$ cat src/rtl/keypad_scan_ctrl.sv
// Keypad column-scan controller: drives the active-low column lines,
// synchronizes the rows and debounces press/release. It emits one key event
// per physical press. The external 2-bit scan counter is advanced only through
// scan_counter_en, so the column freezes while a key is being debounced or
// is held.
module keypad_scan_ctrl #(
  parameter int SCAN_DIV     = 4,
  parameter int DEBOUNCE_CNT = 3
) (
  input  logic       clk,
  input  logic       reset,
  input  logic [3:0] rows_n,
  input  logic [1:0] encoded_cols,
  output logic       scan_counter_en,
  output logic [3:0] cols_n,
  output logic [3:0] key_code,
  output logic       key_valid,
  output logic       key_held
);

  localparam int DW = (SCAN_DIV > 1) ? $clog2(SCAN_DIV) : 1;
  localparam int CW = $clog2(DEBOUNCE_CNT + 1);
  localparam logic [DW-1:0] DWELL_LAST = DW'(SCAN_DIV - 1);
  localparam logic [CW-1:0] DEB_LAST   = CW'(DEBOUNCE_CNT);

  typedef enum logic [1:0] {SCAN = 2'd0, DEBOUNCE = 2'd1, HELD = 2'd2} state_e;

  state_e          state_q, state_d;
  logic [DW-1:0]   dwell_q, dwell_d;
  logic [CW-1:0]   deb_q, deb_d, deb_inc;
  logic [3:0]      rows_s1_q, rows_s_q;
  logic [1:0]      row_idx_q, row_idx_d, col_idx_q, col_idx_d, low_idx;
  logic [3:0]      key_code_q, key_code_d;
  logic            key_valid_q, key_valid_d;
  logic            key_held_q, key_held_d;
  logic            scan_en_q, scan_en_d;
  logic            dwell_end, accept;

  // Column drive follows the counter directly; no added latency.
  assign cols_n = ~(4'b0001 << encoded_cols);

  assign dwell_end = (dwell_q == DWELL_LAST);
  assign deb_inc   = deb_q + CW'(1);

  assign scan_counter_en = scan_en_q;
  assign key_code        = key_code_q;
  assign key_valid       = key_valid_q;
  assign key_held        = key_held_q;

  // Lowest-index low row wins when several rows are pressed at once.
  always_comb begin
    casez (rows_s_q)
      4'b???0: low_idx = 2'd0;
      4'b??01: low_idx = 2'd1;
      4'b?011: low_idx = 2'd2;
      default: low_idx = 2'd3;
    endcase
  end

  // Next-state logic: dwell timing, scan/debounce/held sequencing.
  always_comb begin
    state_d     = state_q;
    dwell_d     = dwell_end ? '0 : dwell_q + DW'(1);
    deb_d       = deb_q;
    row_idx_d   = row_idx_q;
    col_idx_d   = col_idx_q;
    key_code_d  = key_code_q;
    key_valid_d = 1'b0;
    key_held_d  = key_held_q;
    scan_en_d   = 1'b0;
    accept      = 1'b0;
    case (state_q)
      SCAN: if (dwell_end) begin
        if (&rows_s_q) begin
          scan_en_d = 1'b1;
        end else begin
          row_idx_d = low_idx;
          col_idx_d = encoded_cols;
          if (DEBOUNCE_CNT == 1) begin
            accept = 1'b1;
          end else begin
            deb_d   = CW'(1);
            state_d = DEBOUNCE;
          end
        end
      end
      DEBOUNCE: if (dwell_end) begin
        if (!rows_s_q[row_idx_q]) begin
          if (deb_inc == DEB_LAST) accept = 1'b1;
          else                     deb_d  = deb_inc;
        end else begin
          // Bounce: back to scanning on the same column, nothing emitted.
          deb_d   = '0;
          state_d = SCAN;
        end
      end
      HELD: if (dwell_end) begin
        if (rows_s_q[row_idx_q]) begin
          if (deb_inc == DEB_LAST) begin
            deb_d      = '0;
            key_held_d = 1'b0;
            scan_en_d  = 1'b1;
            state_d    = SCAN;
          end else begin
            deb_d = deb_inc;
          end
        end else begin
          // A low glitch during release restarts the release count.
          deb_d = '0;
        end
      end
      default: state_d = SCAN;
    endcase
    if (accept) begin
      key_code_d  = {row_idx_d, col_idx_d};
      key_valid_d = 1'b1;
      key_held_d  = 1'b1;
      deb_d       = '0;
      state_d     = HELD;
    end
  end

  // State, counters, row synchronizer and registered outputs.
  always_ff @(posedge clk or negedge reset) begin
    if (!reset) begin
      state_q     <= SCAN;
      dwell_q     <= '0;
      deb_q       <= '0;
      rows_s1_q   <= 4'hF;
      rows_s_q    <= 4'hF;
      row_idx_q   <= 2'd0;
      col_idx_q   <= 2'd0;
      key_code_q  <= 4'd0;
      key_valid_q <= 1'b0;
      key_held_q  <= 1'b0;
      scan_en_q   <= 1'b0;
    end else begin
      state_q     <= state_d;
      dwell_q     <= dwell_d;
      deb_q       <= deb_d;
      rows_s1_q   <= rows_n;
      rows_s_q    <= rows_s1_q;
      row_idx_q   <= row_idx_d;
      col_idx_q   <= col_idx_d;
      key_code_q  <= key_code_d;
      key_valid_q <= key_valid_d;
      key_held_q  <= key_held_d;
      scan_en_q   <= scan_en_d;
    end
  end

endmodule

$ cat config.mk
export PLATFORM = sky130hd
export DESIGN_NAME = keypad_scan_ctrl
export DESIGN_NICKNAME = d
export VERILOG_FILES = /design/src/rtl/keypad_scan_ctrl.sv
export SDC_FILE = /design/constraint.sdc
export NUM_CORES = 1
export LEC_CHECK = 0
export ABC_AREA = 1
export BUFFER_PORTS_ARGS = -buffer_cell sky130_fd_sc_hd__buf_2
export CORE_UTILIZATION = 58
export CTS_CLUSTER_SIZE = 24
export DETAILED_ROUTE_END_ITERATION = 7
export PLACE_DENSITY = 0.79
export REMOVE_ABC_BUFFERS = 1
export SYNTH_ARGS = -nofsm -noshare
export SYNTH_HDL_FRONTEND = slang
export SYNTH_SLANG_ARGS = --single-unit
$ cat constraint.sdc
create_clock -name clk -period 2.2 [get_ports clk]
set_input_delay 0.22 -clock clk [delete_from_list [all_inputs] [get_ports clk]]
set_output_delay 0.22 -clock clk [all_outputs]
set_load 0.1 [all_outputs]
Word-level counts from Yosys, hierarchy flattened
Index checks and enable logic that the tools add are counted.
- flip-flop bits (word level): 25
- bits of input ports: 8
- word-level logic and storage cells: 83
- shift operators: 1
- order comparisons: 1
- reductions and logical operators: 10
- eq/ne operators: 14
- bitwise logic cells: 2
- multiplexer cells: 42
- add/sub/neg operators: 2
- operators by type and width (cell ; number):
    2-to-1 mux 2 bit ; 22
    != test 3 bit, second input constant ; 7
    one-hot mux 2 bit (3 select lines) ; 3
    2-to-1 mux 1 bit ; 15
    AND reduction 4 bit ; 2
    nonzero test 2 bit ; 4
    AND reduction 7 bit ; 1
    == test 2 bit, second input constant ; 3
    AND reduction 6 bit ; 1
    adder 2 x 1 -> 2 bit, second input constant ; 2
    == test 2 x 1 -> 1 bit, second input constant ; 2
    != test 4 bit, second input constant ; 1
    inverter 4 bit ; 1
    nonzero test 4 bit ; 1
    << shifter 1 x 2 -> 4 bit, first input constant ; 1
    == test 3 x 2 -> 1 bit, second input constant ; 1
    < comparator 2 x 3 -> 1 bit, second input constant ; 1
    binary-select mux 1 bit (select 2 bit) ; 1
    zero test 2 bit ; 1
    one-hot mux 1 bit (2 select lines) ; 1
    inverter 1 bit ; 1

Longest topological paths before layout
Gate-level depths: netlist of the first run.
- depth after elaboration: 8
- gate-level depth with buffers: 10

Least setup slack after synthesis of the first run
No wires, ideal clock.
- path type: reg-to-reg
- start point: register state_q[1]
- end point: register deb_q[0]
- path buffers: 0
- arrival: 1.246 ns
- period minus slack after synthesis: 1.375 ns
- required time: 2.071 ns
- setup slack: 0.825 ns
- setup time: 0.129 ns
- cell stages (with the launch flop): 9
- cell sequence: dfrtp_1 inv_1 ha_1 nor2_1 a21oi_1 nor3_2 o21ai_2 nand2_1 o21ai_0
- cells in the longest elaborated chain, start to end: 4
- ends and longest elaborated chain (element ; line ; text):
    start, declared ; 28 ; state_e state_q, state_d;
    start signal, assigned ; 138 ; state_q <= state_d;
    == test 2 x 1 -> 1 bit ; 72 ; case (state_q)
    2-to-1 mux 1 bit ; 72 ;
    != test 4 bit (no source line), or another cell as far along ; -- ;
    AND reduction 6 bit (no source line) ; -- ;
    end signal, assigned ; 128 ; deb_q <= '0;
    end signal, assigned ; 140 ; deb_q <= deb_d;
    end, declared ; 30 ; logic [CW-1:0] deb_q, deb_d, deb_inc;
Parallel ways exist; a longest one is shown, timed or not.
A chain may end at the register's enable or synchronous reset.

Worst setup path in the final report of the first run
- start point: register state_q[0]
- end point: register key_code_q[2] (netlist: key_code[2])
- cells in the longest elaborated chain, start to end: 2
- ends and longest elaborated chain (element ; line ; text):
    zero test 2 bit ; 72 ;
    2-to-1 mux 2 bit ; 72 ;
    via row_idx_d[0] ; 32 ; logic [1:0] row_idx_q, row_idx_d, col_idx_q, col_idx_d, low_idx;
    end signal, assigned ; 145 ; key_code_q <= key_code_d;
    end, declared ; 33 ; logic [3:0] key_code_q, key_code_d;
The timed path passes the listed nets, and every way through them passes these cells.

==> impl_metrics.env, run 1 <==
export IMPL_run_status="completed"
export IMPL_warning_count_from_the_yosys_run=0
export IMPL_ys_seq_elements=25
export IMPL_fin_hold_ws_ns=0.2757
export IMPL_root_buffer="clkbuf_4"
export IMPL_crit_buf_inv=1
export IMPL_initial_utilization=0.6122
export IMPL_drt_iter0_markers=15
export IMPL_core_rowCount=16
export IMPL_max_cap_violations=0
export IMPL_fin_worst_skew_ns=0.01061
export IMPL_worst_pin_slew_ns=0.5353
export IMPL_place_gp_congestion=0.9509
export IMPL_dp_final_hpwl_mm=1.614
export IMPL_reg2reg_setup_slack_ns=0.65
export IMPL_synth_area_leaders="dfrtp_1, dfstp_2, nand2_1"
export IMPL_leakage_power_nw=0.7107
export IMPL_antenna_cells=0
export IMPL_globalRouteOverflowTotal=0
export IMPL_multi_input_gate_area_in_the_final_layout_um2=505.5
export IMPL_timing_critical_path_from="state_q[0]"
export IMPL_finalSetupViolations=0
export IMPL_postCtsSetupBuffers=0
export IMPL_drt_wl_total_mm=2.170
export IMPL_critPathMaxStageDelay_ns=0.45
export IMPL_worstSetupPathType="flop to flop"
export IMPL_areaGrowthSynthToFinish_pct=17.08
export IMPL_irDropWorstVdd_uv=791.8
export IMPL_die_area_um2=2257
export IMPL_maxSlewHeadroom=0.6431
export IMPL_vias=905
export IMPL_wl_per_cell_um=12.33
export IMPL_power_per_cell_area_nw_per_um2=1052
export IMPL_fin_crit_ns=1.549
export IMPL_critical_path_max_fanout=6
export IMPL_port_buffers=18
export IMPL_synth_cell_area_um2=1201
export IMPL_detail_route_antenna_nets=0
export IMPL_route_detailed_drc=0
export IMPL_synth_yosys_seq_area_share=0.5292
export IMPL_initial_antenna_violation_count=0
export IMPL_global_route_wire_length_before_repair_mm=3.594
export IMPL_synth_top_cell_area_share=0.3542
export IMPL_setup_total_negative_slack_ns=0
export IMPL_vias_per_cell=5.142
export IMPL_timing_final_max_slew_violations=0
export IMPL_cts_buffers_inserted=3
export IMPL_postSynthCellCount=122
export IMPL_critPathLaunchType="flop"
export IMPL_crit_reg2reg_capture="key_code[2]"
export IMPL_critPathCaptureType="flop"
export IMPL_reg2reg_from="state_q[0]"
export IMPL_met1_usage=0.2924
export IMPL_synthesis_area_per_instance_um2=9.846
export IMPL_cts_sinks=25
export IMPL_rsz0062_at_grt="false"
export IMPL_num_nets_final=167
export IMPL_fill_cells=155
export IMPL_number_of_stages_on_the_worst_setup_path=8
export IMPL_global_route_usage_total=0.2372
export IMPL_crit_arrival_ns=1.83
export IMPL_hold_viol_final=0
export IMPL_global_route_usage_met2=0.3973
export IMPL_seq_area_um2=635.6
export IMPL_timing_critical_path_cells="inv_1, ha_1, nand3_1, nand2_1, o211ai_1, o21ai_0, nand2_1, nand2_1"
export IMPL_cts_resized_gates=0
export IMPL_cts_htree_levels=1
export IMPL_synth_cell_types=21
export IMPL_cell_type_with_the_highest_aggregate_area_in_the_netlist="dfrtp_1"
export IMPL_grt_pass1_vias=857
export IMPL_io_pin_count=19
export IMPL_worstHoldPathType="primary input to flop"
export IMPL_period_share=0.7043
export IMPL_die_h_um=47.51
export IMPL_timing_critical_path_required_ns=2.48
export IMPL_global_route_usage_met3=0.07925
export IMPL_top_family_by_delay_on_critical_path="simple AND/OR/NAND/NOR gates"
export IMPL_design_core_area_um2=1962
export IMPL_fraction_of_layout_instances_using_a_drive_strength_above_1=0.2953
export IMPL_top_usage_layer="met2"
export IMPL_max_clock_freq_mhz=645.4
export IMPL_clock_tree_from_tritoncts="built"
export IMPL_clkLatencyLatePin_ns=0.33
export IMPL_clock_path_buffers=2
export IMPL_critical_path_most_common_cell="nand2_1"
export IMPL_clk_transition_reported_paths_ns=0.15
export IMPL_largest_net_degree_at_the_start_of_global_routing=26
export IMPL_floorplan_die_width_um=47.51
export IMPL_endpoint="key_code[2]"
export IMPL_drtPass1Iterations=4
export IMPL_slowest_stage="dfrtp_1"
export IMPL_rr_worst_depth=8
==> layer usage <==
metal  vias up  share of wire
li1        447              -
met5         -              0
met2        23           0.50
met1       431           0.44
met3         4          0.043
met4         0          0.013
==> cells in the final DEF (no fill, tap or decap), drive strengths merged <==
cell type,synthesis,routed
a21boi,1,1
a21oi,2,2
buf,0,18
clkbuf,0,3
dfrtp,17,17
dfstp,8,8
dlygate4sd3,0,5
ha,9,9
inv,16,17
nand2,37,37
nand3,13,13
nand3b,1,1
nand4,2,2
nor2,4,4
nor3,1,1
o211ai,1,1
o21ai,10,10
==> worst register-to-register path: cells and delay by family, from the launching register on <==
family / cells / cell delay [ns]
AOI/OAI and AO/OA: 2 / 0.24
adders and majority gates: 1 / 0.24
buffers and inverters: 1 / 0.11
DFF: 1 / 0.45
and+or+nand+nor: 4 / 0.47
==> Yosys cell counts <==
| cell type | count |
|---|---|
| nand4_1 | 2 |
| ha_1 | 9 |
| a21boi_0 | 1 |
| nor3_2 | 1 |
| nor2_1 | 3 |
| o211ai_1 | 1 |
| nand3_2 | 2 |
| nand3b_1 | 1 |
| nand2_4 | 1 |
| o21ai_0 | 9 |
| nand3_4 | 3 |
| nand3_1 | 8 |
| nand2_1 | 33 |
| nor2_2 | 1 |
| a21oi_1 | 2 |
| inv_1 | 14 |
| dfrtp_1 | 17 |
| nand2_2 | 3 |
| dfstp_2 | 8 |
| inv_2 | 2 |
| o21ai_2 | 1 |
==> what timing repair did <==
action / 4_1_cts / 5_1_grt
endpoints found under the hold margin: 21 / 0
setup endpoints to repair: 0 / 0
hold buffers: 5 / 0
==> sequential cells by signal, indices dropped and copies added, names as in the netlist, 2 cells and up <==
signal,flops
deb_q,2
row_idx_q,2
dwell_q,2
rows_s1_q,4
rows_s_q,4
state_q,2
key_code,4
col_idx_q,2
==> report_power, final <==
group	switching (W)	internal (W)	total [W]
logic	0.000464	0.000184	0.000648
registers	0.0000611	0.000552	0.000613
clock network	0.000144	0.0000741	0.000218
total	0.000669	0.000810	0.00148
==> cell families after synthesis <==
logic type               Yosys count  synth area share
AO/OA/AOI/OAI                     14           0.06563
adder cells (fa/ha/maj)            9           0.09375
buffers and inverters             16           0.05000
flip-flops                        25            0.5292
AND/OR/NAND/NOR                   58            0.2615
==> through the flow <==
stage	instance area (µm²)	util	setup slack [ns]	instances	total power, W
6_report	1406	0.7168	0.6505	176	0.001480
5_1_grt	1406	0.7168	0.4634	176	0.001583
4_1_cts	1406	0.7168	0.6578	176	0.001488
3_5_place_dp	1325	0.6754	0.7030	167	0.001261
3_3_place_gp	1325	0.6754	0.7582	167	0.001236
2_1_floorplan	1201	-	0.8247	122	0.001134
==> area by class of cell <==
type	instances	share of cell area
sequential	25	0.4520
clock inverter	1	0.006228
inverter	16	0.04270
timing repair buffer	23	0.09964
clock buffer	3	0.01601
tap	27	0.02402
multi-input combinational	81	0.3594
==> worst min-delay path by stage <==
stage	from	end	slack, ns	depth (start not counted)
final	encoded_cols[1]	col_idx_q[1]	0.28	5
after detailed placement	reset	deb_q[1]	0.23	1
after floorplan	reset	col_idx_q[0]	-0.08	0
after CTS	encoded_cols[0]	col_idx_q[0]	0.27	5
after global routing	encoded_cols[1]	col_idx_q[1]	0.32	5
after global placement	reset	deb_q[0]	0.22	1
No activity file was read; power rests on OpenSTA's default activity.
==> run 2, diff against run 1 <==
- CORE_UTILIZATION: 58 -> 49
- PLACE_DENSITY: 0.79 -> 0.71
- clock period: 2.2 -> 1.27 ns (I/O delays scaled with it)
==> impl_metrics.env, run 2 (synthesis results as in run 1) <==
export IMPL_run_status="complete, but fails checks"
export IMPL_failed_checks="setup timing"
export IMPL_timing_critical_path_from="state_q[1]"
export IMPL_multi_input_gate_area_in_the_final_layout_um2=668.1
export IMPL_crit_arrival_ns=1.75
export IMPL_cts_htree_levels=1
export IMPL_largest_net_degree_at_the_start_of_global_routing=26
export IMPL_floorplan_die_width_um=51.51
export IMPL_critPathLaunchType="flop"
export IMPL_fin_crit_ns=1.518
export IMPL_setup_total_negative_slack_ns=-1.450
export IMPL_clock_tree_from_tritoncts="built"
export IMPL_timing_critical_path_cells="inv_1, ha_2, nor2_4, a21oi_4, nor3_4, o21ai_4, nand2_1, o21ai_2"
export IMPL_num_nets_final=193
export IMPL_critPathCaptureType="flop"
export IMPL_place_gp_congestion=0.8293
export IMPL_crit_reg2reg_capture="deb_q[0]"
export IMPL_met1_usage=0.2543
export IMPL_leading_cell_types_in_the_layout_fill_and_taps_excluded="nand2_1, buf_4, dfrtp_1"
export IMPL_reg2reg_from="state_q[1]"
export IMPL_global_route_usage_met2=0.4437
export IMPL_most_common_cell_after_layout_fill_and_taps_aside="nand2_1"
export IMPL_design_core_area_um2=2255
export IMPL_global_route_usage_met3=0.04678
export IMPL_initial_utilization=0.5327
export IMPL_number_of_stages_on_the_worst_setup_path=8
export IMPL_root_buffer="clkbuf_4"
export IMPL_detail_route_antenna_nets=0
export IMPL_globalRouteOverflowTotal=0
export IMPL_cts_buffers_inserted=3
export IMPL_clock_power_share=0.112
export IMPL_core_rowCount=17
export IMPL_route_detailed_drc=0
export IMPL_reg2reg_setup_slack_ns=-0.25
export IMPL_maxSlewHeadroom=0.6290
export IMPL_design_power_total_w=0.003304
export IMPL_critical_path_max_fanout=4
export IMPL_worst_setup_slack_final_ns=-0.2476
export IMPL_clk_transition_reported_paths_ns=0.14
export IMPL_vias_per_cell=5.217
export IMPL_dp_final_hpwl_mm=1.772
export IMPL_switchingPower_w=0.001496
export IMPL_io_pin_count=19
export IMPL_max_clock_freq_mhz=658.9
export IMPL_wl_per_cell_um=15.97
export IMPL_worst_pin_slew_ns=0.5565
export IMPL_fraction_of_layout_instances_using_a_drive_strength_above_1=0.5543
export IMPL_global_route_wire_length_before_repair_mm=4.471
export IMPL_critPathMaxStageDelay_ns=0.41
export IMPL_seq_area_um2=635.6
export IMPL_worstSetupPathType="flop to flop"
export IMPL_fill_cells=135
export IMPL_leakage_power_nw=0.8437
export IMPL_finalSetupViolations=13
export IMPL_irDropWorstVdd_uv=1310
export IMPL_vias=1059
export IMPL_die_h_um=51.51
export IMPL_top_usage_layer="met2"
export IMPL_die_area_um2=2653
export IMPL_areaGrowthSynthToFinish_pct=49.27
export IMPL_power_per_cell_area_nw_per_um2=1843
export IMPL_crit_buf_inv=1
export IMPL_endpoint="deb_q[0]"
export IMPL_part_of_the_power_in_registers=0.319
export IMPL_antenna_cells=0
export IMPL_grt_pass1_vias=1091
export IMPL_fin_worst_skew_ns=0.004042
export IMPL_cts_sinks=25
export IMPL_p_int_w=0.001808
export IMPL_max_cap_violations=0
export IMPL_slowest_stage="dfrtp_1"
export IMPL_global_route_usage_total=0.2407
export IMPL_period_share=1.195
export IMPL_p_comb_frac=0.569
export IMPL_initial_antenna_violation_count=0
export IMPL_timing_critical_path_required_ns=1.50
export IMPL_drt_iter0_markers=21
export IMPL_rsz0062_at_grt="true"
export IMPL_clock_path_buffers=2
export IMPL_drtPass1Iterations=4
export IMPL_timing_final_max_slew_violations=0
export IMPL_clkLatencyLatePin_ns=0.33
export IMPL_hold_viol_final=0
export IMPL_rr_worst_depth=8
export IMPL_port_buffers=18
export IMPL_placed_cells=182
export IMPL_worstHoldPathType="primary input to flop"
export IMPL_stdcell_count=203
export IMPL_p_sw_frac=0.4528
export IMPL_top_family_by_delay_on_critical_path="simple AND/OR/NAND/NOR gates"
export IMPL_drt_wl_total_mm=3.242
==> run 2: cell count changes in the layout (fill, tap and decap cells not counted), moves of 4 or more <==
| cell | previous run | this run |
|---|---|---|
| buf_4 | 0 | 21 |
| o21ai_0 | 9 | 2 |
| buf_2 | 18 | 12 |
| nand2_1 | 33 | 27 |
| buf_6 | 0 | 5 |
| clkbuf_4 | 3 | 8 |
| ha_1 | 9 | 4 |
| nand2_2 | 3 | 8 |
| inv_1 | 14 | 10 |
| o21ai_2 | 1 | 5 |
==> run 2: worst min-delay path by stage <==
| stage | startpoint | end | slack (ns) | cells after the start |
|---|---|---|---|---|
| after floorplan | reset | col_idx_q[0] | -0.17 | 0 |
| after global placement | reset | key_code[1] | 0.13 | 1 |
| after detailed placement | reset | key_code[1] | 0.13 | 1 |
| after CTS | encoded_cols[0] | col_idx_q[0] | 0.17 | 5 |
| after global routing | encoded_cols[1] | col_idx_q[1] | 0.19 | 5 |
| final | encoded_cols[1] | col_idx_q[1] | 0.18 | 5 |
==> run 2: worst min-delay path: stages <==
cell and delay [ns]:
buf_2 0.10, inv_1 0.07, nand2_2 0.07, o21ai_2 0.05
inv_1 0.05
==> run 2: layer usage <==
| metal | up-vias | part of all wire |
|---|---|---|
| li1 | 498 | - |
| met1 | 518 | 0.39 |
| met2 | 34 | 0.55 |
| met3 | 9 | 0.031 |
| met4 | 0 | 0.027 |
| met5 | - | 0 |
==> run 2: area by class of cell <==
type / count / share of cell area
clock buffers: 3 / 0.01256
clock inverters: 1 / 0.004187
inverters: 16 / 0.03489
multi-input cells: 82 / 0.3726
flip-flops and latches: 25 / 0.3545
well taps: 28 / 0.01954
repair buffers: 48 / 0.2017
==> run 2: what timing repair did <==
item / in CTS / in global routing
pin swaps: 11 / 3
endpoints found under the hold margin: 21 / 0
endpoints found under the setup margin: 15 / 19
gates resized for setup: 27 / 31
buffers inserted: 8 / 3
cloned: 1 / 0
hold buffers: 5 / 0
==> run 2: through the flow <==
step | hold slack (ns) | worst slack (ns) | util | area [µm²]
final | 0.1763 | -0.2476 | 0.7952 | 1793
after global routing | 0.1884 | -0.2914 | 0.7952 | 1793
after CTS | 0.1658 | -0.1122 | 0.7309 | 1648
after detailed placement | 0.1334 | -0.1471 | 0.6349 | 1431
after global placement | 0.1312 | -0.1151 | 0.6349 | 1431
after floorplan | -0.1686 | -0.1053 | - | 1201
==> run 2: power groups by stage <==
stage | sequential [W] | combinational (W) | clock, W
finish | 0.00106 | 0.00188 | 0.000369
CTS | 0.00104 | 0.00162 | 0.000377
global route | 0.00107 | 0.00198 | 0.000413
global placement | 0.00104 | 0.00129 | 0
detailed placement | 0.00105 | 0.00133 | 0
floorplan | 0.00130 | 0.000669 | 0
==> run 3, diff against run 2 <==
- CORE_ASPECT_RATIO: unset -> 0.6
==> impl_metrics.env, run 3 (synthesis results as in run 1) <==
export IMPL_run_status="complete, but fails checks"
export IMPL_failed_checks="setup timing"
export IMPL_timing_final_max_slew_violations=0
export IMPL_timing_critical_path_required_ns=1.42
export IMPL_hold_viol_final=0
export IMPL_timing_critical_path_cells="buf_4, nand2_1, nand3_2, nand2_4, buf_4, o21ai_2, o21ai_1"
export IMPL_cts_sinks=25
export IMPL_port_buffers=18
export IMPL_design_core_area_um2=2245
export IMPL_leading_cell_types_in_the_layout_fill_and_taps_excluded="nand2_1, buf_2, dfrtp_1, buf_4"
export IMPL_fraction_of_layout_instances_using_a_drive_strength_above_1=0.5640
export IMPL_power_per_cell_area_nw_per_um2=1904
export IMPL_route_detailed_drc=0
export IMPL_p_int_w=0.001907
export IMPL_design_area_um2=1797
export IMPL_most_common_cell_after_layout_fill_and_taps_aside="nand2_1"
export IMPL_critical_path_max_fanout=6
export IMPL_slowest_stage="dfstp_2"
export IMPL_p_comb_frac=0.535
export IMPL_crit_arrival_ns=1.63
export IMPL_clock_path_buffers=2
export IMPL_clkLatencyLatePin_ns=0.27
export IMPL_fill_cells=137
export IMPL_p_sw_frac=0.4425
export IMPL_rsz0062_at_grt="true"
export IMPL_io_pin_count=19
export IMPL_reg2reg_from="rows_s_q[0]"
export IMPL_timing_hold_worst_start="encoded_cols[0]"
export IMPL_vias_per_cell=5.347
export IMPL_root_buffer="clkbuf_8"
export IMPL_switchingPower_w=0.001514
export IMPL_largest_net_degree_at_the_start_of_global_routing=26
export IMPL_finalSetupViolations=13
export IMPL_critical_path_most_common_cell="buf_4"
export IMPL_global_route_wire_length_before_repair_mm=4.498
export IMPL_fin_crit_ns=1.480
export IMPL_cts_htree_levels=1
export IMPL_irDropWorstVdd_uv=1156
export IMPL_drtPass1Iterations=4
export IMPL_drt_iter0_markers=92
export IMPL_globalRouteOverflowTotal=0
export IMPL_seq_area_um2=638.1
export IMPL_initial_utilization=0.5351
export IMPL_worst_pin_slew_ns=0.5703
export IMPL_floorplan_die_width_um=65.92
export IMPL_grt_pass1_vias=961
export IMPL_global_route_usage_total=0.2481
export IMPL_placement_setup_worst_slack_ns=-0.2056
export IMPL_initial_antenna_violation_count=0
export IMPL_wl_per_cell_um=15.84
export IMPL_critPathMaxStageDelay_ns=0.58
export IMPL_part_of_the_power_in_registers=0.323
export IMPL_worst_setup_slack_final_ns=-0.2105
export IMPL_setup_total_negative_slack_ns=-1.061
export IMPL_dp_final_hpwl_mm=1.888
export IMPL_num_nets_final=190
export IMPL_critPathLaunchType="flop"
export IMPL_maxSlewHeadroom=0.6198
export IMPL_fin_hold_ws_ns=0.2265
export IMPL_worstSetupPathType="flop to flop"
export IMPL_antenna_cells=0
export IMPL_timing_critical_path_from="rows_s_q[0]"
export IMPL_max_cap_violations=0
export IMPL_multi_input_gate_area_in_the_final_layout_um2=668.1
export IMPL_die_area_um2=2660
export IMPL_clock_tree_from_tritoncts="built"
export IMPL_detail_route_antenna_nets=0
export IMPL_period_share=1.166
export IMPL_critPathCaptureType="flop"
export IMPL_worstHoldPathType="primary input to flop"
export IMPL_core_rowCount=13
export IMPL_cts_buffers_inserted=3
export IMPL_cell_area_placed_um2=1396
export IMPL_max_clock_freq_mhz=675.5
export IMPL_areaGrowthSynthToFinish_pct=49.58
export IMPL_clock_power_share=0.142
export IMPL_leakage_power_nw=0.8340
export IMPL_die_h_um=40.35
export IMPL_drt_wl_total_mm=3.199
export IMPL_fin_worst_skew_ns=0.01025
export IMPL_vias=1080
export IMPL_place_gp_congestion=0.7922
export IMPL_clk_transition_reported_paths_ns=0.09
[run 3: critical path, delay by kind of cell (launching register included)]
| kind | cells | cell delay [ns] |
|---|---|---|
| compound gates | 2 | 0.27 |
| buf+inv | 2 | 0.27 |
| flops | 1 | 0.58 |
| simple gates | 3 | 0.25 |
[run 3: final timing paths]
kind | slack, ns | cells after the start | end
setup / recovery | -0.21 | 7 | key_code[1]
hold / removal | 0.23 | 5 | col_idx_q[0]
setup reg to reg | -0.21 | 7 | key_code[1]
hold reg to reg | 0.36 | 0 | rows_s_q[0]
max in group asynchronous | 0.48 | 2 | state_q[0]
min in group asynchronous | 0.37 | 2 | key_code[1]
[run 3: per-layer routing]
layer  wire length (µm)  part of all wire  track usage
met5                  0                 0            0
met4                 69             0.022      0.09239
met3                226             0.071      0.07670
met2               1498              0.47       0.3878
met1               1405              0.44       0.3298
[run 3: repair_timing]
action                                 in CTS  in global routing
endpoints found under the hold margin      21                  0
buffers inserted                           11                  3
hold buffers                                5                  0
cloned                                      1                  0
pin swaps                                  14                  9
gates resized for setup                    36                 27
setup endpoints to repair                  13                 14
[run 3: power by group through the flow]
stage | Combinational (W) | Clock [W] | Sequential, W
finish | 0.00183 | 0.000485 | 0.00111
global placement | 0.00123 | 0 | 0.00106
global route | 0.00195 | 0.000526 | 0.00112
CTS | 0.00161 | 0.000492 | 0.00107
floorplan | 0.000669 | 0 | 0.00130
detailed placement | 0.00126 | 0 | 0.00107
[run 3: area by class of cell]
| class | count | share of cell area |
|---|---|---|
| clock inverters | 1 | 0.004178 |
| flip-flops and latches | 25 | 0.3552 |
| multi-input cells | 82 | 0.3719 |
| clock buffers | 3 | 0.02298 |
| well taps | 30 | 0.02089 |
| repair buffers | 45 | 0.1845 |
| inverters | 16 | 0.04039 |
[run 3: through the flow]
| step | util | total power, W | cells |
|---|---|---|---|
| after detailed placement | 0.6221 | 0.002333 | 179 |
| after floorplan | - | 0.001964 | 122 |
| after CTS | 0.7508 | 0.003168 | 200 |
| after global routing | 0.8004 | 0.003597 | 202 |
| after global placement | 0.6221 | 0.002290 | 179 |
| final | 0.8004 | 0.003421 | 202 |
